## config.mk

```make
export PLATFORM = sky130hd
export DESIGN_NAME = hazard_ctrl
export DESIGN_NICKNAME = d
export VERILOG_FILES = /design/src/rtl/hazard_ctrl.sv
export SDC_FILE = /design/constraint.sdc
export NUM_CORES = 1
export LEC_CHECK = 0
export BUFFER_PORTS_ARGS = -buffer_cell sky130_fd_sc_hd__buf_2
export CAP_MARGIN = 20
export CORE_MARGIN = 1
export CORE_UTILIZATION = 56
export CTS_CLUSTER_SIZE = 12
export DETAILED_ROUTE_END_ITERATION = 7
export PLACE_DENSITY = 0.81
export SETUP_SLACK_MARGIN = 0.3
export SLEW_MARGIN = 15
export SYNTH_ARGS = -nofsm -noshare
export SYNTH_HDL_FRONTEND = slang
export SYNTH_SLANG_ARGS = --single-unit
```

## constraint.sdc

```tcl
create_clock -name clk -period 3.7 [get_ports clk]
set_input_delay 0.555 -clock clk [delete_from_list [all_inputs] [get_ports clk]]
set_output_delay 0.555 -clock clk [all_outputs]
set_load 0.005 [all_outputs]
```

## src/rtl/hazard_ctrl.sv

```systemverilog
// hazard_ctrl: scoreboard RAW interlock, memory freeze and decode redirect control.
// Defining HAZARD_PERF_EN adds perf_raw/perf_mem stall-cycle counters.
module hazard_ctrl (
  input  logic        clk,
  input  logic        reset,
  input  logic        d_valid,
  input  logic [4:0]  d_ra1,
  input  logic [4:0]  d_ra2,
  input  logic        d_use1,
  input  logic        d_use2,
  input  logic        d_wen,
  input  logic [4:0]  d_dst,
  input  logic        d_jump,
  input  logic [63:0] d_target,
  input  logic        w_valid,
  input  logic [4:0]  w_dst,
  input  logic        i_busy,
  input  logic        m_busy,
  output logic        stall_f,
  output logic        stall_d,
  output logic        bubble_e,
  output logic        freeze,
  output logic        flush_f,
  output logic        redirect_valid,
  output logic [63:0] redirect_pc,
  output logic        sb_err
`ifdef HAZARD_PERF_EN
  ,
  output logic [31:0] perf_raw,
  output logic [31:0] perf_mem
`endif
);
  typedef enum logic [1:0] {RUN, MWAIT, RWAIT, MRWAIT} state_t;
  state_t state, state_nx;
  logic [1:0] cnt [32];
  logic [31:0] inc_v, dec_v;
  logic raw, issue, run, jmp, err;
  assign run = state == RUN;
  assign freeze = state == MWAIT || state == MRWAIT;
  assign raw = d_valid && ((d_use1 && d_ra1 != 5'd0 && cnt[d_ra1] != 2'd0) ||
                           (d_use2 && d_ra2 != 5'd0 && cnt[d_ra2] != 2'd0) ||
                           (d_wen && d_dst != 5'd0 && cnt[d_dst] == 2'd3));
  assign issue = d_valid && !raw && !freeze && run;
  assign jmp = issue && d_jump;
  assign inc_v = 32'(issue && d_wen && d_dst != 5'd0) << d_dst;
  assign dec_v = 32'(w_valid && w_dst != 5'd0 && !freeze) << w_dst;
  assign err = dec_v[w_dst] && !inc_v[w_dst] && cnt[w_dst] == 2'd0;
  assign stall_f = freeze || (run && raw);
  assign stall_d = stall_f;
  assign bubble_e = state == RWAIT || (run && raw);
  assign flush_f = state == RWAIT;
  assign redirect_valid = state == RWAIT || state == MRWAIT;
  // A jump issuing into a memory stall keeps its redirect pending via MRWAIT.
  always_comb begin
    state_nx = state;
    case (state)
      RUN:     state_nx = m_busy ? (jmp ? MRWAIT : MWAIT) : (jmp ? RWAIT : RUN);
      MWAIT:   state_nx = m_busy ? MWAIT : RUN;
      RWAIT:   state_nx = m_busy ? MRWAIT : (i_busy ? RWAIT : RUN);
      default: state_nx = m_busy ? MRWAIT : RWAIT;
    endcase
  end
  always_ff @(posedge clk or negedge reset)
    if (!reset) begin
      state <= RUN;
      redirect_pc <= '0;
      sb_err <= 1'b0;
      for (int i = 0; i < 32; i++) cnt[i] <= '0;
    end else begin
      state <= state_nx;
      if (jmp) redirect_pc <= d_target;
      if (err) sb_err <= 1'b1;
      for (int i = 0; i < 32; i++)
        if (inc_v[i] && !dec_v[i]) cnt[i] <= cnt[i] + 2'd1;
        else if (dec_v[i] && !inc_v[i] && cnt[i] != 2'd0) cnt[i] <= cnt[i] - 2'd1;
    end
`ifdef HAZARD_PERF_EN
  always_ff @(posedge clk or negedge reset)
    if (!reset) begin
      perf_raw <= '0;
      perf_mem <= '0;
    end else begin
      if (run && raw) perf_raw <= perf_raw + 32'd1;
      if (freeze) perf_mem <= perf_mem + 32'd1;
    end
`endif
endmodule
```

## After elaboration in Yosys (flattened, before gate mapping)

Index checks and enable logic that the tools add are counted.

- Input bits: 94
- Word-level logic and storage cells: 461
- Output and inout bits: 71
- Register bits: 131

- Equality and inequality tests: 4
- $add $sub $neg: 64
- Reductions and logical operators: 259
- Magnitude comparators: 5
- Shifts and indexed selects: 2
- Bitwise operators: 4
- Muxes and demuxes: 88

Operators with widths:

| operator | number |
|---|---|
| $mux 2 | 77 |
| $reduce_bool 2->1 | 66 |
| $logic_and 1x1->1 | 114 |
| $logic_not 1->1 | 67 |
| $add 2x1->2 const B | 32 |
| $shl 1x5->32 | 2 |
| $sub 2x1->2 const B | 32 |
| $bmux 2 s5 | 4 |
| $ge 6x6->1 const B | 4 |
| $not 5->6 | 4 |
| $reduce_bool 5->1 | 4 |
| $bmux 1 s5 | 2 |
| $eq 2x2->1 const B | 3 |
| $logic_or 1x1->1 | 6 |
| $lt 5x6->1 const B | 1 |
| $pmux 2 s3 | 1 |
| $logic_not 2->1 | 2 |
| $mux 1 | 4 |
| $eq 2x1->1 const B | 1 |

## Logic depth before layout (Yosys ltp)

Gate-level depths: netlist of run 1.

- Depth after elaboration: 21
- Depth in mapped cells: 11
- Mapped depth without buffers: 8

## Worst setup path after synthesis of run 1

Ideal clock, no wire load.

- Path type: input to register
- Start: in d_dst[1]
- End: reg cnt[48] (netlist name)
- Setup slack: 0.764 ns
- Required time: 3.576 ns
- Setup time: 0.124 ns
- Stages on the path: 10
- Arrival: 2.812 ns
- Buffers on the path: 3
- Cells stage by stage: buf_2 > buf_1 > mux4_2 > nand2_1 > nand4_1 > nor2_2 > buf_2 > nor4_2 > and3_1 > a211o_1

- Word-level cells in the longest chain between the ends: 19
- Elaborated cells between the ends (all ways): 23
- Classes of those cells: 1 x eq/ne; 1 x shift; 4 x mux; 1 x bitwise; 16 x reduce/logical

RTL lines:

| element | RTL line | RTL |
|---|---|---|
| start: declaration | 12 | `input logic [4:0] d_dst,` |
| $not 5->6 (not written as such) | 42 | `(d_wen && d_dst != 5'd0 && cnt[d_dst] == 2'd3));` |
| $bmux 2 s5 | 42 |  |
| $mux 2 (not written as such) (2 in a row) | 42 |  |
| $eq 2x2->1 | 42 |  |
| $logic_and 1x1->1 | 42 |  |
| $logic_or 1x1->1 | 41 | `(d_use2 && d_ra2 != 5'd0 && cnt[d_ra2] != 2'd0) \|\|` |
| $logic_and 1x1->1 | 40 | `assign raw = d_valid && ((d_use1 && d_ra1 != 5'd0 && cnt[d_ra1] != 2'd0) \|\|` |
| $logic_not 1->1 | 43 | `assign issue = d_valid && !raw && !freeze && run;` |
| $logic_and 1x1->1 (3 in a row) | 43 |  |
| $logic_and 1x1->1 (2 in a row) | 45 | `assign inc_v = 32'(issue && d_wen && d_dst != 5'd0) << d_dst;` |
| $shl 1x5->32 (*) | 45 |  |
| $logic_not 1->1 | 75 | `else if (dec_v[i] && !inc_v[i] && cnt[i] != 2'd0) cnt[i] <= cnt[i] - 2'd1;` |
| $logic_and 1x1->1 (2 in a row) | 75 |  |
| $reduce_bool 2->1 (no line) | -- |  |
| end signal: indexed assignment | 74 | `if (inc_v[i] && !dec_v[i]) cnt[i] <= cnt[i] + 2'd1;` |
| end: declaration | 35 | `logic [1:0] cnt [32];` |

Mark *: on every way between the ends. The rest lies on a longest branch, timed or not. The select of a mux whose other input is x is not followed.
A chain may end at the register's enable or synchronous reset.

## Final worst setup path of run 1

- Start: reg cnt[48] (netlist name)
- End: out stall_f

- Word-level cells in the longest chain between the ends: 10
- Elaborated cells between the ends (all ways): 20
- Classes of those cells: 1 x eq/ne; 9 x mux; 10 x reduce/logical

RTL lines:

| element | RTL line | RTL |
|---|---|---|
| $bmux 2 s5 (on tied branches) | 40, 41 |  |
| $mux 2 (on tied branches) (2 in a row) | 40, 41 |  |
| $reduce_bool 2->1 (on tied branches) | 40, 41 |  |
| $logic_and 1x1->1 (on tied branches) | 40, 41 |  |
| $logic_or 1x1->1 | 40 |  |
| $logic_or 1x1->1 (*) | 41 |  |
| $logic_and 1x1->1 (*) | 40 |  |
| $logic_and 1x1->1 (*) | 48 | `assign stall_f = freeze \|\| (run && raw);` |
| $logic_or 1x1->1 (*) | 48 |  |
| end: declaration | 19 | `output logic stall_f,` |

Marks and branches as above.

==> impl_metrics.env, run 1 <==
export IMPL_outcome="completed"
export IMPL_grt_pass1_wl_um=38400
export IMPL_crit_reg2reg_launch="cnt[30]$_DFFE_PN0P_"
export IMPL_io_pins=165
export IMPL_start_util=0.574
export IMPL_synth_avg_cell_area_um2=9.69
export IMPL_synth_compound_area_frac=0.145
export IMPL_synthXorXnorAreaFrac=0.0189
export IMPL_overflow=0
export IMPL_yosys_register_bits=131
export IMPL_syn_num_nets=955
export IMPL_worst_slew_pin_slew_ps=1020
export IMPL_grt_use_total=0.332
export IMPL_slew_violations=0
export IMPL_synth_fa_ha_area_frac=0
export IMPL_clock_latency_ps=430
export IMPL_cts_sinks=131
export IMPL_cap_viol_max_count=0
export IMPL_grt_max_degree=77
export IMPL_synth_ff_type="dfrtp_1"
export IMPL_clock_skew_ps=10.2
export IMPL_synthArstFlopShare=1.00
export IMPL_crit_end="stall_f"
export IMPL_min_path_type="primary input to async pin"
export IMPL_rsz0062_at_grt="no"
export IMPL_ant_nets=0
export IMPL_power_leakage_nw=4.40
export IMPL_die_x_um=124
export IMPL_crit_arrival_ps=2760
export IMPL_clkTransAtPathRegs_ps=60
export IMPL_critPathLaunch="cnt[48]$_DFFE_PN0P_"
export IMPL_areaGrowthSynthToFinish_pct=20.7
export IMPL_gp_congestion=1.02
export IMPL_antenna_found_initial=0
export IMPL_h_tree_depth=4
export IMPL_wl_um=25400
export IMPL_slowest_delay_ps=510
export IMPL_rows=44
export IMPL_num_antenna_cells=0
export IMPL_cts_buffers_inserted=17
export IMPL_drtIter0Drc=1175
export IMPL_synth_area_um2=8340
export IMPL_worstSetupEndpointType="output pin"
export IMPL_yosys_cell_types_count=74
export IMPL_timing_final_crit_share=0.897
export IMPL_routedWlPerCell_um=20.9
export IMPL_synth_top_family_by_area="simple AND/OR/NAND/NOR gates"
export IMPL_reg2reg_depth=9
export IMPL_hpwl_um=18200
export IMPL_firstDrtPassIters=8
export IMPL_cts_root_buf="clkbuf_16"
export IMPL_drc=0
export IMPL_core_area_um2=14500
export IMPL_clock_path_buffers=2
export IMPL_vias_per_cell=6.61
export IMPL_fmax_mhz=301
export IMPL_r2r_slack_ps=530
export IMPL_die_h_um=124
export IMPL_numPortBuffers=164
export IMPL_setup_viol=0
export IMPL_ys_seq_area_frac=0.393
export IMPL_drive_above_1_share=0.345
export IMPL_cp_max_fo=10
export IMPL_finalInstanceArea_um2=10100
export IMPL_crit_path_cell_trace="or3b_1 > o311a_1 > o21ai_1 > o211ai_1 > a311oi_4 > nand2_2 > a21o_1 > buf_2"
export IMPL_fin_crit_ps=3320
export IMPL_cts_tree="built"
export IMPL_fin_nets=1114
export IMPL_cp_start_kind="flop"
export IMPL_postPlaceCellArea_um2=9390
export IMPL_holdWs_ps=128
export IMPL_critical_path_class="flop to output pin"
export IMPL_peakVddDrop_uv=411
export IMPL_die_area_um2=15400
export IMPL_cp_slowest_cell="a311oi_4"
export IMPL_synth_simple_gate_area_share=0.251
export IMPL_critical_path_required_ps=3140
export IMPL_synth_cells=861
export IMPL_max_slew_margin=0.313
export IMPL_rr_endpoint="cnt[46]$_DFFE_PN0P_"
export IMPL_synth_edf_count=0
export IMPL_yosysWarnings=0
export IMPL_muxShareOfSynthArea=0.156
export IMPL_power_density_nw_per_um2=498
export IMPL_hold_viol=0
export IMPL_grt_pass1_vias=7382
export IMPL_dr_total_vias=8039
export IMPL_fin_tns_setup_ps=0
==> critical path: cells and delay by family (launching register included) <==
| kind | cells | cell delay [ps] |
|---|---|---|
| buf+inv | 1 | 120 |
| simple gates | 2 | 590 |
| compound gates | 5 | 1140 |
| flops | 1 | 490 |
==> report_power, final <==
part	total [W]	switching, W	leakage (nW)	internal (W)
clock network	0.00176	0.000734	0.298	0.00103
registers	0.00202	0.000244	1.60	0.00177
logic	0.00124	0.000595	2.50	0.000641
==> synth_stat cells, types with 11 or more instances <==
master / instances / area [µm²]
clkbuf_1: 26 / 97.6
nand3_1: 42 / 210
mux4_2: 20 / 450
o211ai_1: 13 / 97.6
nor3_1: 19 / 95.1
dfrtp_1: 131 / 3280
nor2_1: 90 / 338
a21oi_1: 20 / 100
o21ai_0: 42 / 210
nand4_1: 11 / 68.8
nor2b_1: 15 / 93.8
and2_1: 14 / 87.6
and3_1: 13 / 81.3
nor4_2: 11 / 138
buf_2: 18 / 90.1
mux2_2: 66 / 743
nand2_1: 88 / 330
nor3b_1: 11 / 82.6
==> flip-flops by register name (all words and copies together) (netlist names) <==
name	cells
cnt	64
redirect_pc	64
state	2
sb_err	1
==> per-stage QoR <==
stage	setup slack [ps]	power, W	instances	util
finish	381	0.00501	1217	0.693
global route	327	0.00525	1217	0.693
CTS	306	0.00499	1215	0.690
detailed placement	197	0.00323	1183	0.646
global placement	164	0.00317	1183	0.646
floorplan	764	0.00266	861	-
==> routing by layer <==
layer	routed length, µm	part of all wire	GRT usage
met4	1270	0.050	0.164
met2	11600	0.46	0.506
met5	0	0	0
met3	2990	0.12	0.0925
met1	9500	0.37	0.433
==> cell usage in the layout, fill, tap and decap left out, types with 17 or more instances in the layout <==
cell and n:
buf_2 163, mux4_2 20, clkbuf_16 17, dfrtp_1 129
o21ai_0 42, a21oi_1 20, buf_4 28, nand2_1 87
mux2_2 66, nand3_1 42, nor2_1 83, nor3_1 18
==> worst min path at each step <==
stage / start / slack [ps] / to
2_1_floorplan: reset / 260 / cnt[0]$_DFFE_PN0P_
3_3_place_gp: cnt[63]$_DFFE_PN0P_ / 390 / cnt[63]$_DFFE_PN0P_
3_5_place_dp: cnt[63]$_DFFE_PN0P_ / 390 / cnt[63]$_DFFE_PN0P_
4_1_cts: reset / 170 / cnt[53]$_DFFE_PN0P_
5_1_grt: reset / 200 / cnt[53]$_DFFE_PN0P_
6_report: reset / 130 / cnt[53]$_DFFE_PN0P_
==> area by class of cell <==
type / count / area [µm²]
multi-input combinational: 664 / 4820
fill: 1108 / 4460
sequential: 131 / 3280
timing repair buffer: 194 / 1080
clock buffer: 17 / 425
tap: 184 / 230
clock inverter: 15 / 190
inverter: 12 / 45.0
==> logic make-up (layout without fill, tap and decap cells) <==
family | count (synthesis) | in the layout
AO/OA/AOI/OAI | 172 | 172
XOR/XNOR | 18 | 18
buffers and inverters | 66 | 238
multiplexers | 92 | 92
AND/OR/NAND/NOR | 382 | 382
flip-flops | 131 | 131
==> timing repair <==
| item | 4_1_cts | 5_1_grt |
|---|---|---|
| buffers inserted | 0 | 2 |
| resized for setup | 3 | 11 |
| hold buffers | 0 | 0 |
| endpoints found under the hold margin | 0 | 0 |
| pin swaps | 0 | 1 |
| endpoints found under the setup margin | 3 | 10 |
(Power assumes the default switching activity.)
==> inputs of run 2 (changes only) <==
Settings changed: BUFFER_PORTS_ARGS -buffer_cell sky130_fd_sc_hd__buf_2 to -buffer_cell sky130_fd_sc_hd__buf_4.
==> run 2 against run 1 <==
The run now ends with design-rule violations left. Utilization increased by 2.1 points. Worst setup slack improved by 6.7 ps. First-iteration DRC count decreased by 14%. Global-route usage increased by 0.33 points. Power increased by 1.5%. Non-clock buffer count decreased by 5. Clock power decreased by 6%. Design area increased by 3.1%. Die area unchanged. Fmax increased by 0.20%. Combinational power increased by 14%. Via count increased by 0.55%.
==> impl_metrics.env, run 2 (synthesis results as in run 1) <==
export IMPL_critical_path_required_ps=3140
export IMPL_hold_viol=0
export IMPL_peakVddDrop_uv=462
export IMPL_gr_usage_met1=0.433
export IMPL_pwr_share_seq=0.398
export IMPL_die_x_um=124
export IMPL_drtIter0Drc=1007
export IMPL_fill_cells=1087
export IMPL_num_antenna_cells=0
export IMPL_worst_slack_ps=388
export IMPL_grt_pass1_vias=7527
export IMPL_grt_max_degree=70
export IMPL_firstDrtPassIters=8
export IMPL_violations="design-rule violations"
export IMPL_cp_start_kind="primary input"
export IMPL_setup_viol=0
export IMPL_fin_crit_ps=3310
export IMPL_clkPwrFrac=0.326
export IMPL_fin_tns_setup_ps=0
export IMPL_cap_viol_max_count=0
export IMPL_rsz0062_at_grt="no"
export IMPL_hpwl_um=18500
export IMPL_clock_path_buffers=2
export IMPL_wl_um=25500
export IMPL_power_frac_comb=0.276
export IMPL_clkTransAtPathRegs_ps=60
export IMPL_crit_reg2reg_launch="cnt[42]$_DFFE_PN0P_"
export IMPL_power_density_nw_per_um2=490
export IMPL_die_h_um=124
export IMPL_cts_buffers_inserted=17
export IMPL_slew_violations=0
export IMPL_cp_depth=9
export IMPL_fmax_mhz=302
export IMPL_drive_above_1_share=0.347
export IMPL_crit_path_cell_trace="buf_4 > nor2b_1 > nand2_1 > o22a_1 > nand4_1 > or2_4 > nand2_2 > a21o_1 > buf_4"
export IMPL_drc=1
export IMPL_overflow=0
export IMPL_critical_path_class="primary input to output pin"
export IMPL_gp_congestion=0.965
export IMPL_io_pins=165
export IMPL_cts_root_buf="clkbuf_16"
export IMPL_routedWlPerCell_um=21.1
export IMPL_worstSetupEndpointType="output pin"
export IMPL_internal_power_w=0.00348
export IMPL_worst_slew_pin_slew_ps=1060
export IMPL_grt_use_total=0.335
export IMPL_cp_max_fo=21
export IMPL_cp_slowest_cell="nor2b_1"
export IMPL_rows=44
export IMPL_cts_tree="built"
export IMPL_dr_total_vias=8083
export IMPL_r2r_slack_ps=480
export IMPL_crit_path_frequent_cell="buf_4"
export IMPL_switching_share=0.315
export IMPL_core_area_um2=14500
export IMPL_timing_final_crit_share=0.895
export IMPL_reg2reg_depth=9
export IMPL_die_area_um2=15400
export IMPL_reg_top3="cnt x64, redirect_pc x64, state x2"
export IMPL_min_path_type="primary input to async pin"
export IMPL_areaGrowthSynthToFinish_pct=24.4
export IMPL_p_sw_w=0.00160
export IMPL_crit_buf_inv=2
export IMPL_rr_endpoint="cnt[46]$_DFFE_PN0P_"
export IMPL_max_slew_margin=0.289
export IMPL_clock_latency_ps=430
export IMPL_pre_cts_slack_ps=289
export IMPL_slowest_delay_ps=500
export IMPL_grt_busiest_layer="met2"
export IMPL_final_cell_mix="buf_4, dfrtp_1, nand2_1"
export IMPL_antenna_found_initial=0
export IMPL_fin_nets=1109
export IMPL_outcome="complete, but fails checks"
export IMPL_power_leakage_nw=4.48
export IMPL_final_common_cell="buf_4"
export IMPL_vias_per_cell=6.67
export IMPL_grt_pass1_wl_um=38800
export IMPL_ant_nets=0
export IMPL_start_util=0.574
export IMPL_clock_skew_ps=12.0
export IMPL_crit_arrival_ps=2760
export IMPL_cpLargestDelayFamily="simple AND/OR/NAND/NOR gates"
export IMPL_numPortBuffers=164
export IMPL_met2_usage=0.525
export IMPL_grtUsageMet3=0.0893
export IMPL_cts_sinks=131
export IMPL_h_tree_depth=4
[run 2: cell count changes in the layout (fill, tap and decap cells not counted), sizes merged]
cell and delta:
clkinv +1, buf -5, bufinv -2, inv +1
[run 2: routing by layer]
metal | vias up | share of wire | wire (µm)
li1 | 3534 | - | -
met1 | 3889 | 0.38 | 9650
met2 | 553 | 0.47 | 11900
met3 | 107 | 0.11 | 2890
met4 | 0 | 0.042 | 1080
met5 | - | 0 | 0
[run 2: per-stage QoR]
stage	area, µm²	hold WS [ps]	instances	total power (W)	util
3_5_place_dp	9740	394	1176	0.00341	0.670
3_3_place_gp	9740	389	1176	0.00335	0.670
5_1_grt	10400	172	1212	0.00531	0.714
2_1_floorplan	8340	259	861	0.00266	-
4_1_cts	10300	152	1208	0.00507	0.710
6_report	10400	115	1212	0.00509	0.714
[run 2: what timing repair did]
action                                  CTS  global route
gates resized for setup                   0            18
endpoints found under the setup margin    0             4
hold buffers                              0             0
setup buffers                             0             4
[run 2: how the worst max path moves through the flow]
stage / from / end
floorplan: d_dst[1] / cnt[48]$_DFFE_PN0P_
global placement: d_dst[1] / stall_f
detailed placement: d_ra2[0] / cnt[5]$_DFFE_PN0P_
CTS: cnt[10]$_DFFE_PN0P_ / stall_f
global route: cnt[19]$_DFFE_PN0P_ / stall_f
finish: d_dst[1] / stall_f
[run 2: power groups by stage]
stage | sequential (W) | combinational, W | clock [W]
after CTS | 0.00201 | 0.00138 | 0.00168
after detailed placement | 0.00204 | 0.00138 | 0
after floorplan | 0.00202 | 0.000642 | 0
final | 0.00202 | 0.00141 | 0.00166
after global placement | 0.00201 | 0.00134 | 0
after global routing | 0.00207 | 0.00151 | 0.00173
[run 2: layout make-up]
| class | count | area, µm² | share of cell area |
|---|---|---|---|
| inverters | 12 | 45.0 | 0.00434 |
| clock inverters | 15 | 160 | 0.0154 |
| repair buffers | 189 | 1440 | 0.138 |
| clock buffers | 17 | 425 | 0.0410 |
| well taps | 184 | 230 | 0.0222 |
| flip-flops and latches | 131 | 3290 | 0.317 |
| multi-input cells | 664 | 4800 | 0.462 |
==> inputs of run 3 (changes only) <==
Settings changed: BUFFER_PORTS_ARGS -buffer_cell sky130_fd_sc_hd__buf_4 to default, CORE_UTILIZATION 56 to 60, DONT_BUFFER_PORTS from default to 1, PLACE_DENSITY 0.81 to 0.76.
==> run 3 against run 2 <==
The flow finishes with violations (negative hold slack). Largest power group unchanged. Sequential share of layout area up 4.4 points. Register-to-register slack worse by 40 ps. First-iteration DRC count down 11%. Via count down 8.0%. Sequential power up 3%. Utilization down 3.6 points. Cell count down 15%. Largest cell class unchanged.
==> impl_metrics.env, run 3 (synthesis results as in run 1) <==
export IMPL_outcome="complete, but fails checks"
export IMPL_violations="negative hold slack"
export IMPL_drc=0
export IMPL_antenna_found_initial=0
export IMPL_rsz0062_at_grt="no"
export IMPL_grt_use_total=0.361
export IMPL_finalInstanceArea_um2=9090
export IMPL_clock_skew_ps=14.9
export IMPL_cap_viol_max_count=0
export IMPL_rows=42
export IMPL_core_area_um2=13400
export IMPL_crit_arrival_ps=2760
export IMPL_grt_pass1_wl_um=39400
export IMPL_peakVddDrop_uv=414
export IMPL_worst_slack_ps=380
export IMPL_final_common_cell="dfrtp_1"
export IMPL_critical_path_required_ps=3140
export IMPL_firstDrtPassIters=8
export IMPL_wl_um=25000
export IMPL_crit_path_cell_trace="nor2_1 > mux4_1 > mux4_2 > o32ai_2 > a311oi_1 > buf_4 > nand2_1 > a21o_1"
export IMPL_pre_cts_slack_ps=402
export IMPL_die_x_um=120
export IMPL_max_slew_margin=0.299
export IMPL_clock_path_buffers=2
export IMPL_min_path_type="primary input to async pin"
export IMPL_cts_root_buf="clkbuf_16"
export IMPL_cts_tree="built"
export IMPL_crit_reg2reg_launch="cnt[4]$_DFFE_PN0P_"
export IMPL_h_tree_depth=4
export IMPL_gp_congestion=1.01
export IMPL_r2r_slack_ps=440
export IMPL_reg2reg_depth=9
export IMPL_vias_per_cell=7.20
export IMPL_areaGrowthSynthToFinish_pct=8.94
export IMPL_grt_pass1_vias=7385
export IMPL_clock_latency_ps=440
export IMPL_routedWlPerCell_um=24.2
export IMPL_timing_final_crit_share=0.897
export IMPL_drive_above_1_share=0.203
export IMPL_cp_slowest_cell="dfrtp_1"
export IMPL_critical_path_class="flop to output pin"
export IMPL_crit_buf_inv=1
export IMPL_start_util=0.623
export IMPL_numPortBuffers=0
export IMPL_clkTransAtPathRegs_ps=70
export IMPL_fin_nets=938
export IMPL_cp_start_kind="flop"
export IMPL_ant_nets=0
export IMPL_cp_max_fo=11
export IMPL_rr_endpoint="cnt[46]$_DFFE_PN0P_"
export IMPL_postPlaceCellArea_um2=8460
export IMPL_die_area_um2=14400
export IMPL_cpLargestDelayFamily="multiplexers"
export IMPL_cts_buffers_inserted=17
export IMPL_final_cell_mix="dfrtp_1, nor2_1, nand2_1"
export IMPL_slew_violations=0
export IMPL_power_leakage_nw=3.67
export IMPL_final_instance_count_excl_fill=1033
export IMPL_fmax_mhz=301
export IMPL_fin_crit_ps=3320
export IMPL_worstSetupEndpointType="output pin"
export IMPL_dp_cells=1000
export IMPL_drtIter0Drc=893
export IMPL_slowest_delay_ps=500
export IMPL_overflow=0
export IMPL_hpwl_um=17800
export IMPL_dr_total_vias=7435
export IMPL_power_density_nw_per_um2=508
export IMPL_cts_sinks=131
export IMPL_worst_slew_pin_slew_ps=1040
export IMPL_die_h_um=120
export IMPL_io_pins=165
export IMPL_num_antenna_cells=0
export IMPL_grt_max_degree=132
export IMPL_fin_tns_setup_ps=0
export IMPL_setup_viol=0
export IMPL_hold_viol=131
export IMPL_holdWs_ps=-189
export IMPL_reg_top3="cnt x64, redirect_pc x64, state x2"
-- run 3: worst max path at each step --
stage	start	to	slack, ps	cells past startpoint
final	cnt[24]$_DFFE_PN0P_	stall_f	380	8
after global routing	cnt[20]$_DFFE_PN0P_	stall_f	300	8
after CTS	cnt[26]$_DFFE_PN0P_	stall_f	390	8
after detailed placement	d_ra2[0]	cnt[36]$_DFFE_PN0P_	400	9
after global placement	d_ra2[0]	cnt[10]$_DFFE_PN0P_	470	9
after floorplan	d_dst[1]	cnt[48]$_DFFE_PN0P_	760	10
-- run 3: cell type report --
| class | count | area, µm² |
|---|---|---|
| Multi-Input combinational cell | 664 | 4790 |
| Sequential cell | 131 | 3280 |
| Tap cell | 176 | 220 |
| Clock buffer | 17 | 425 |
| Inverter | 12 | 45.0 |
| Clock inverter | 15 | 183 |
| Fill cell | 1061 | 4310 |
| Timing Repair Buffer | 18 | 148 |
-- run 3: where the power goes --
part / internal (W) / switching (W)
Sequential: 0.00177 / 0.000322
Clock: 0.000971 / 0.000775
Combinational: 0.000417 / 0.000362
Total: 0.00316 / 0.00146
-- run 3: per-layer routing --
layer / wire length [µm] / up-vias / GRT usage / share of wire
met3: 2970 / 101 / 0.114 / 0.12
li1: - / 3197 / - / -
met4: 965 / 0 / 0.173 / 0.039
met2: 11700 / 537 / 0.552 / 0.47
met5: 0 / - / 0 / 0
met1: 9330 / 3600 / 0.462 / 0.37
-- run 3: per-stage QoR --
step,power [W],utilization
after floorplan,0.00266,-
after global placement,0.00282,0.631
after detailed placement,0.00288,0.631
after CTS,0.00462,0.677
after global routing,0.00478,0.678
final,0.00462,0.678
-- run 3: repair_timing --
item | 4_1_cts | 5_1_grt
endpoints found under the hold margin | 131 | 131
buffers inserted | 0 | 1
setup endpoints to repair | 0 | 10
resized for setup | 0 | 5
